===== config.mk =====
export PLATFORM = sky130hd
export DESIGN_NAME = uart_rx_ctrl
export DESIGN_NICKNAME = d
export VERILOG_FILES = /design/src/rtl/uart_rx_ctrl.sv
export SDC_FILE = /design/constraint.sdc
export NUM_CORES = 1
export LEC_CHECK = 0
export BUFFER_PORTS_ARGS = -buffer_cell sky130_fd_sc_hd__buf_2
export CORE_MARGIN = 2
export CORE_UTILIZATION = 53
export DETAILED_ROUTE_END_ITERATION = 12
export PLACE_DENSITY = 0.83
export SYNTH_ARGS = -nofsm -noshare
export SYNTH_HDL_FRONTEND = slang
export SYNTH_SLANG_ARGS = --single-unit
export TNS_END_PERCENT = 5

===== constraint.sdc =====
create_clock -name clk -period 2.1 [get_ports clk]
set_input_delay 0.42 -clock clk [delete_from_list [all_inputs] [get_ports clk]]
set_output_delay 0.42 -clock clk [all_outputs]
set_load 0.01 [all_outputs]

===== src/rtl/uart_rx_ctrl.sv =====
// UART receive control: rx synchronizer, 3-sample majority vote, frame sequencing
// and parity/stop checking that drives the downstream RX deserializer.
module uart_rx_ctrl #(
    parameter int unsigned DATA_SIZE  = 8,
    parameter int unsigned PRESCALE_W = 6
) (
    input  logic                  clk,
    input  logic                  rst,
    input  logic                  rx_in,
    input  logic [PRESCALE_W-1:0] prescale,
    input  logic                  par_en,
    input  logic                  par_typ,
    output logic                  sampled_bit,
    output logic                  en_shift,
    output logic                  en_out,
    output logic                  data_valid,
    output logic                  par_err,
    output logic                  stp_err,
    output logic                  busy
);

    localparam int unsigned PW  = PRESCALE_W;
    localparam int unsigned BCW = (DATA_SIZE > 1) ? $clog2(DATA_SIZE) : 1;

    typedef enum logic [2:0] {
        S_IDLE   = 3'd0,
        S_START  = 3'd1,
        S_DATA   = 3'd2,
        S_PARITY = 3'd3,
        S_STOP   = 3'd4
    } state_t;

    state_t         state, state_c;
    logic [1:0]     sync;
    logic           rx_s;
    logic [PW-1:0]  p_lat;
    logic           pe_lat, pt_lat;
    logic [PW-1:0]  e;
    logic [BCW-1:0] bit_cnt;
    logic [2:0]     smp;
    logic           acc, par_hold;

    logic [PW-1:0]  half_c;
    logic           at_d_c, at_end_c, vote_c, start_det_c, last_bit_c;
    logic           sampled_c, en_shift_c, en_out_c, par_err_c, stp_err_c, busy_c;

    assign rx_s        = sync[1];
    assign half_c      = p_lat >> 1;
    assign at_d_c      = (e == half_c + PW'(2));
    assign at_end_c    = (e == p_lat - PW'(1));
    assign vote_c      = (smp[0] & smp[1]) | (smp[0] & smp[2]) | (smp[1] & smp[2]);
    assign start_det_c = (state == S_IDLE) && !rx_s;
    assign last_bit_c  = (bit_cnt == BCW'(DATA_SIZE - 1));

    // Two-flop synchronizer, idles high so reset never looks like a start bit
    always_ff @(posedge clk or negedge rst) begin
        if (!rst) sync <= 2'b11;
        else      sync <= {sync[0], rx_in};
    end

    // Frame configuration is frozen at start detect
    always_ff @(posedge clk or negedge rst) begin
        if (!rst) begin
            p_lat  <= '0;
            pe_lat <= 1'b0;
            pt_lat <= 1'b0;
        end else if (start_det_c) begin
            p_lat  <= prescale;
            pe_lat <= par_en;
            pt_lat <= par_typ;
        end
    end

    // Edge counter: the detect cycle is e=0, so START's first cycle is e=1
    always_ff @(posedge clk or negedge rst) begin
        if (!rst) begin
            e       <= '0;
            bit_cnt <= '0;
        end else begin
            if (start_det_c)            e <= PW'(1);
            else if (state_c == S_IDLE) e <= '0;
            else if (at_end_c)          e <= '0;
            else                        e <= e + PW'(1);

            if (state == S_START)                bit_cnt <= '0;
            else if (state == S_DATA && at_end_c) bit_cnt <= bit_cnt + BCW'(1);
        end
    end

    always_ff @(posedge clk or negedge rst) begin
        if (!rst) begin
            smp <= '0;
        end else if (state != S_IDLE) begin
            if (e == half_c - PW'(1)) smp[0] <= rx_s;
            if (e == half_c)          smp[1] <= rx_s;
            if (e == half_c + PW'(1)) smp[2] <= rx_s;
        end
    end

    // Parity accumulates data bits; the mismatch is held until the stop decision
    always_ff @(posedge clk or negedge rst) begin
        if (!rst) begin
            acc      <= 1'b0;
            par_hold <= 1'b0;
        end else if (start_det_c) begin
            acc      <= 1'b0;
            par_hold <= 1'b0;
        end else if (state == S_DATA && at_d_c) begin
            acc      <= acc ^ vote_c;
        end else if (state == S_PARITY && at_d_c) begin
            par_hold <= acc ^ vote_c ^ pt_lat;
        end
    end

    always_ff @(posedge clk or negedge rst) begin
        if (!rst) state <= S_IDLE;
        else      state <= state_c;
    end

    always_comb begin
        state_c = state;
        case (state)
            S_IDLE:   if (!rx_s) state_c = S_START;
            S_START: begin
                if (at_d_c && vote_c) state_c = S_IDLE;
                else if (at_end_c)    state_c = S_DATA;
            end
            S_DATA:   if (at_end_c && last_bit_c) state_c = pe_lat ? S_PARITY : S_STOP;
            S_PARITY: if (at_end_c) state_c = S_STOP;
            S_STOP:   if (at_d_c) state_c = S_IDLE;
            default:  state_c = S_IDLE;
        endcase
    end

    always_comb begin
        sampled_c  = sampled_bit;
        en_shift_c = 1'b0;
        en_out_c   = 1'b0;
        par_err_c  = 1'b0;
        stp_err_c  = 1'b0;
        busy_c     = (state_c != S_IDLE);
        if (state != S_IDLE && at_d_c) sampled_c = vote_c;
        case (state)
            S_DATA: en_shift_c = at_d_c;
            S_STOP: begin
                if (at_d_c) begin
                    stp_err_c = !vote_c;
                    par_err_c = par_hold;
                    en_out_c  = vote_c && !par_hold;
                end
            end
            default: ;
        endcase
    end

    always_ff @(posedge clk or negedge rst) begin
        if (!rst) begin
            sampled_bit <= 1'b0;
            en_shift    <= 1'b0;
            en_out      <= 1'b0;
            data_valid  <= 1'b0;
            par_err     <= 1'b0;
            stp_err     <= 1'b0;
            busy        <= 1'b0;
        end else begin
            sampled_bit <= sampled_c;
            en_shift    <= en_shift_c;
            en_out      <= en_out_c;
            data_valid  <= en_out;
            par_err     <= par_err_c;
            stp_err     <= stp_err_c;
            busy        <= busy_c;
        end
    end

endmodule


==> reports/qor.txt <==
Status: complete, no violations
Hold crit path type: input port to async pin
Synthesis warning total: 0
Largest net degree at the start of global routing: 35
Critical path type: flop to flop
Clk slew on worst S/H paths: 0.08 ns
Clock Skew: 0.0108 ns
Max-slew headroom at the worst pin: 49.6%
Global Route Usage Sum: 23.3%
GR Overflow Total: 0
Tightest Pin Transition: 0.756 ns
Fin util: 66.3%
Avg WL per Cell: 15.3 um
Seq cells post-synth: 34
H-tree depth: 2
Synthesized instance count: 213
RSZ-0062 raised after global routing: true
Mean Syn Cell Area: 9.69 um^2
R2r endpoint: acc
Port Buffers: 17
Via density: 5.58
Crit path launch: p_lat[3]
Initial antenna violation count: 0
Yosys top cell area share: 38.8%
Num ports: 18
Drt pass-1 iters: 4
Final Hold Viols: 0
Starting Density: 55.6%
Crit path arrival time: 2.29 ns
Filler cell count: 313
DP HPWL: 3180 um
Layout cell share with drive strength beyond 1: 25.7%
Post-layout total power: 3.89 mW
R2R setup slack: 0.03 ns
Area Overhead vs Synth: 19.3%
Clock Sinks: 34
Yosys cell types: 56
Remaining DRCs: 0
Detailed Route Iter0 Violations: 100
PwrDens: 1580 nW/um^2
Period utilization: 98.4%
Ys flop type: dfrtp_1
EDFF count, synth: 0
Final nets: 265
Max Slew Vio Count: 0
CP peak stage delay: 0.57 ns
Vias in the first global route: 1565
Die Wd: 66.4 um
CP required: 2.32 ns
Clock period minus worst slack: 2.07 ns
Skew-Pair Late Insertion Delay: 0.30 ns
Total CTS buffers: 5
Final ANT Viol Nets: 0
TritonCTS clock tree: built
Height of the die: 66.4 um
Number of setup violations in the final report: 0
Floorplan row count: 22
Leak Pwr: 1.08 nW
Placer Congestion: 0.907
Post-Route WL: 4480 um
Maximum vdd drop: 1100 uV
Setup ws final: 0.0346 ns
Largest area contributor in the netlist: dfrtp_1
CP Capture Type: flop
Max-capacitance violation count: 0
Root Buffer: clkbuf_8
Fmax achieved: 0.484 GHz
Crit-path cells: ha_4 -> o21ba_4 -> a221oi_4 -> o211ai_1 -> or4_1 -> a21oi_2
Post-synthesis net count: 234
Mapped Area: 2060 um^2
Hold Slack: 0.186 ns
Core area: 3720 um^2
Die ar.: 4410 um^2
Dpl ws: 0.000709 ns
R2R cell count: 6
RR Startpoint: p_lat[3]
Peak fanout along the critical path: 4
Top post-synthesis cells by area: dfrtp_1, ha_1, xnor2_1
CP max stage cell: or4_1
Sequential area share after synthesis: 41.3%
Global-route wire length before repair: 7550 um
Clock Path Buffers: 2
Async set-or-reset flop fraction in the synthesized netlist: 100%
CP startpoint kind: flop
N_diodes: 0
Via Count: 1635
-- cell usage after synthesis, drive strengths merged (3+ instances only) --
master,number
nor2,14
inv,10
o21ai,13
or3,4
nand4,3
o311ai,3
dfrtp,32
nand2,17
nor3,10
nand2b,4
mux2,5
xnor2,14
nor2b,5
buf,5
ha,10
nand3,4
o31ai,5
mux2i,3
xor2,11
clkbuf,5
a21oi,6
-- sequential cells by signal (all words and copies together) (netlist names), 2 cells and up --
name,cells
sync,2
p_lat,6
bit_cnt,3
state,3
e,6
smp,3
-- critical path: cells and delay by family, from the launching register on --
kind / cells / cell delay (ns)
compound gates: 4 / 0.79
fa+ha+maj: 1 / 0.20
simple gates: 1 / 0.57
flops: 1 / 0.43
-- worst max-delay path by stage --
stage / end / slack (ns) / cells past startpoint
after floorplan: par_hold / 0.05 / 9
after global placement: e[0] / 0.06 / 7
after detailed placement: bit_cnt[0] / 0.0007 / 7
after CTS: e[0] / 0.001 / 8
after global routing: acc / -0.08 / 7
final: acc / 0.03 / 6
-- power by group --
part / switching (mW) / leakage, nW / internal (mW)
clock network: 0.248 / 0.0472 / 0.263
registers: 0.332 / 0.428 / 0.861
logic: 1.11 / 0.605 / 1.08
total: 1.69 / 1.08 / 2.20
-- area by class of cell --
| cell class | instances | area (um^2) | share of cell area, % |
|---|---|---|---|
| Inverter | 10 | 37.5 | 1.52 |
| Sequential cell | 34 | 853 | 34.6 |
| Tap cell | 48 | 60.1 | 2.44 |
| Clock buffer | 6 | 82.6 | 3.35 |
| Clock inverter | 2 | 12.5 | 0.508 |
| Multi-Input combinational cell | 159 | 1200 | 48.9 |
| Timing Repair Buffer | 34 | 213 | 8.63 |
-- cells by family (layout without fill, tap and decap cells) --
| group | Yosys count | count (layout) | share of synthesized area [%] |
|---|---|---|---|
| buffers and inverters | 20 | 52 | 4.42 |
| adder cells (fa/ha/maj) | 10 | 10 | 6.06 |
| XOR/XNOR | 25 | 25 | 11.0 |
| flip-flops | 34 | 34 | 41.3 |
| multiplexers | 8 | 8 | 4.18 |
| AND/OR/NAND/NOR | 72 | 72 | 17.9 |
| AO/OA/AOI/OAI | 44 | 44 | 15.2 |
-- metal layers --
metal / track usage [%] / wire length (um) / vias to the layer above
li1: - / - / 813
met2: 35.3 / 2130 / 35
met5: 0 / 0 / -
met3: 4.77 / 187 / 6
met4: 9.69 / 70 / 0
met1: 32.3 / 2090 / 781
-- through the flow --
| step | area [um^2] | cells | TNS [ns] |
|---|---|---|---|
| 5_1_grt | 2460 | 293 | -0.251 |
| 3_5_place_dp | 2280 | 284 | 0 |
| 4_1_cts | 2380 | 292 | 0 |
| 6_report | 2460 | 293 | 0 |
| 2_1_floorplan | 2060 | 213 | 0 |
| 3_3_place_gp | 2280 | 284 | 0 |
-- what timing repair did --
action,in CTS,in global routing
endpoints found under the setup margin,2,18
buffers inserted,0,1
resized for setup,1,16
pin swaps,0,7
hold buffers,0,0
-- layout by cell type (no fill, tap or decap), types with 2 or more instances in the layout --
| master | n |
|---|---|
| mux2_2 | 4 |
| nand4_1 | 3 |
| ha_4 | 2 |
| nor2_1 | 14 |
| buf_4 | 17 |
| buf_2 | 17 |
| nor2b_1 | 4 |
| dfrtp_1 | 32 |
| o21ai_0 | 9 |
| o21ai_1 | 4 |
| nand2b_1 | 4 |
| xnor2_2 | 2 |
| clkbuf_8 | 6 |
| nor3b_1 | 2 |
| o41ai_1 | 2 |
| o31ai_1 | 5 |
| inv_1 | 7 |
| dfstp_2 | 2 |
| nand2_1 | 17 |
| xor2_1 | 11 |
| or2_1 | 2 |
| nand3_1 | 4 |
| nor3_1 | 10 |
| mux2i_1 | 3 |
| ha_1 | 8 |
| o311ai_1 | 2 |
| xnor2_1 | 12 |
| a21oi_1 | 5 |
| or3_1 | 4 |
| inv_2 | 3 |
No activity file was read; power rests on OpenSTA's default activity.
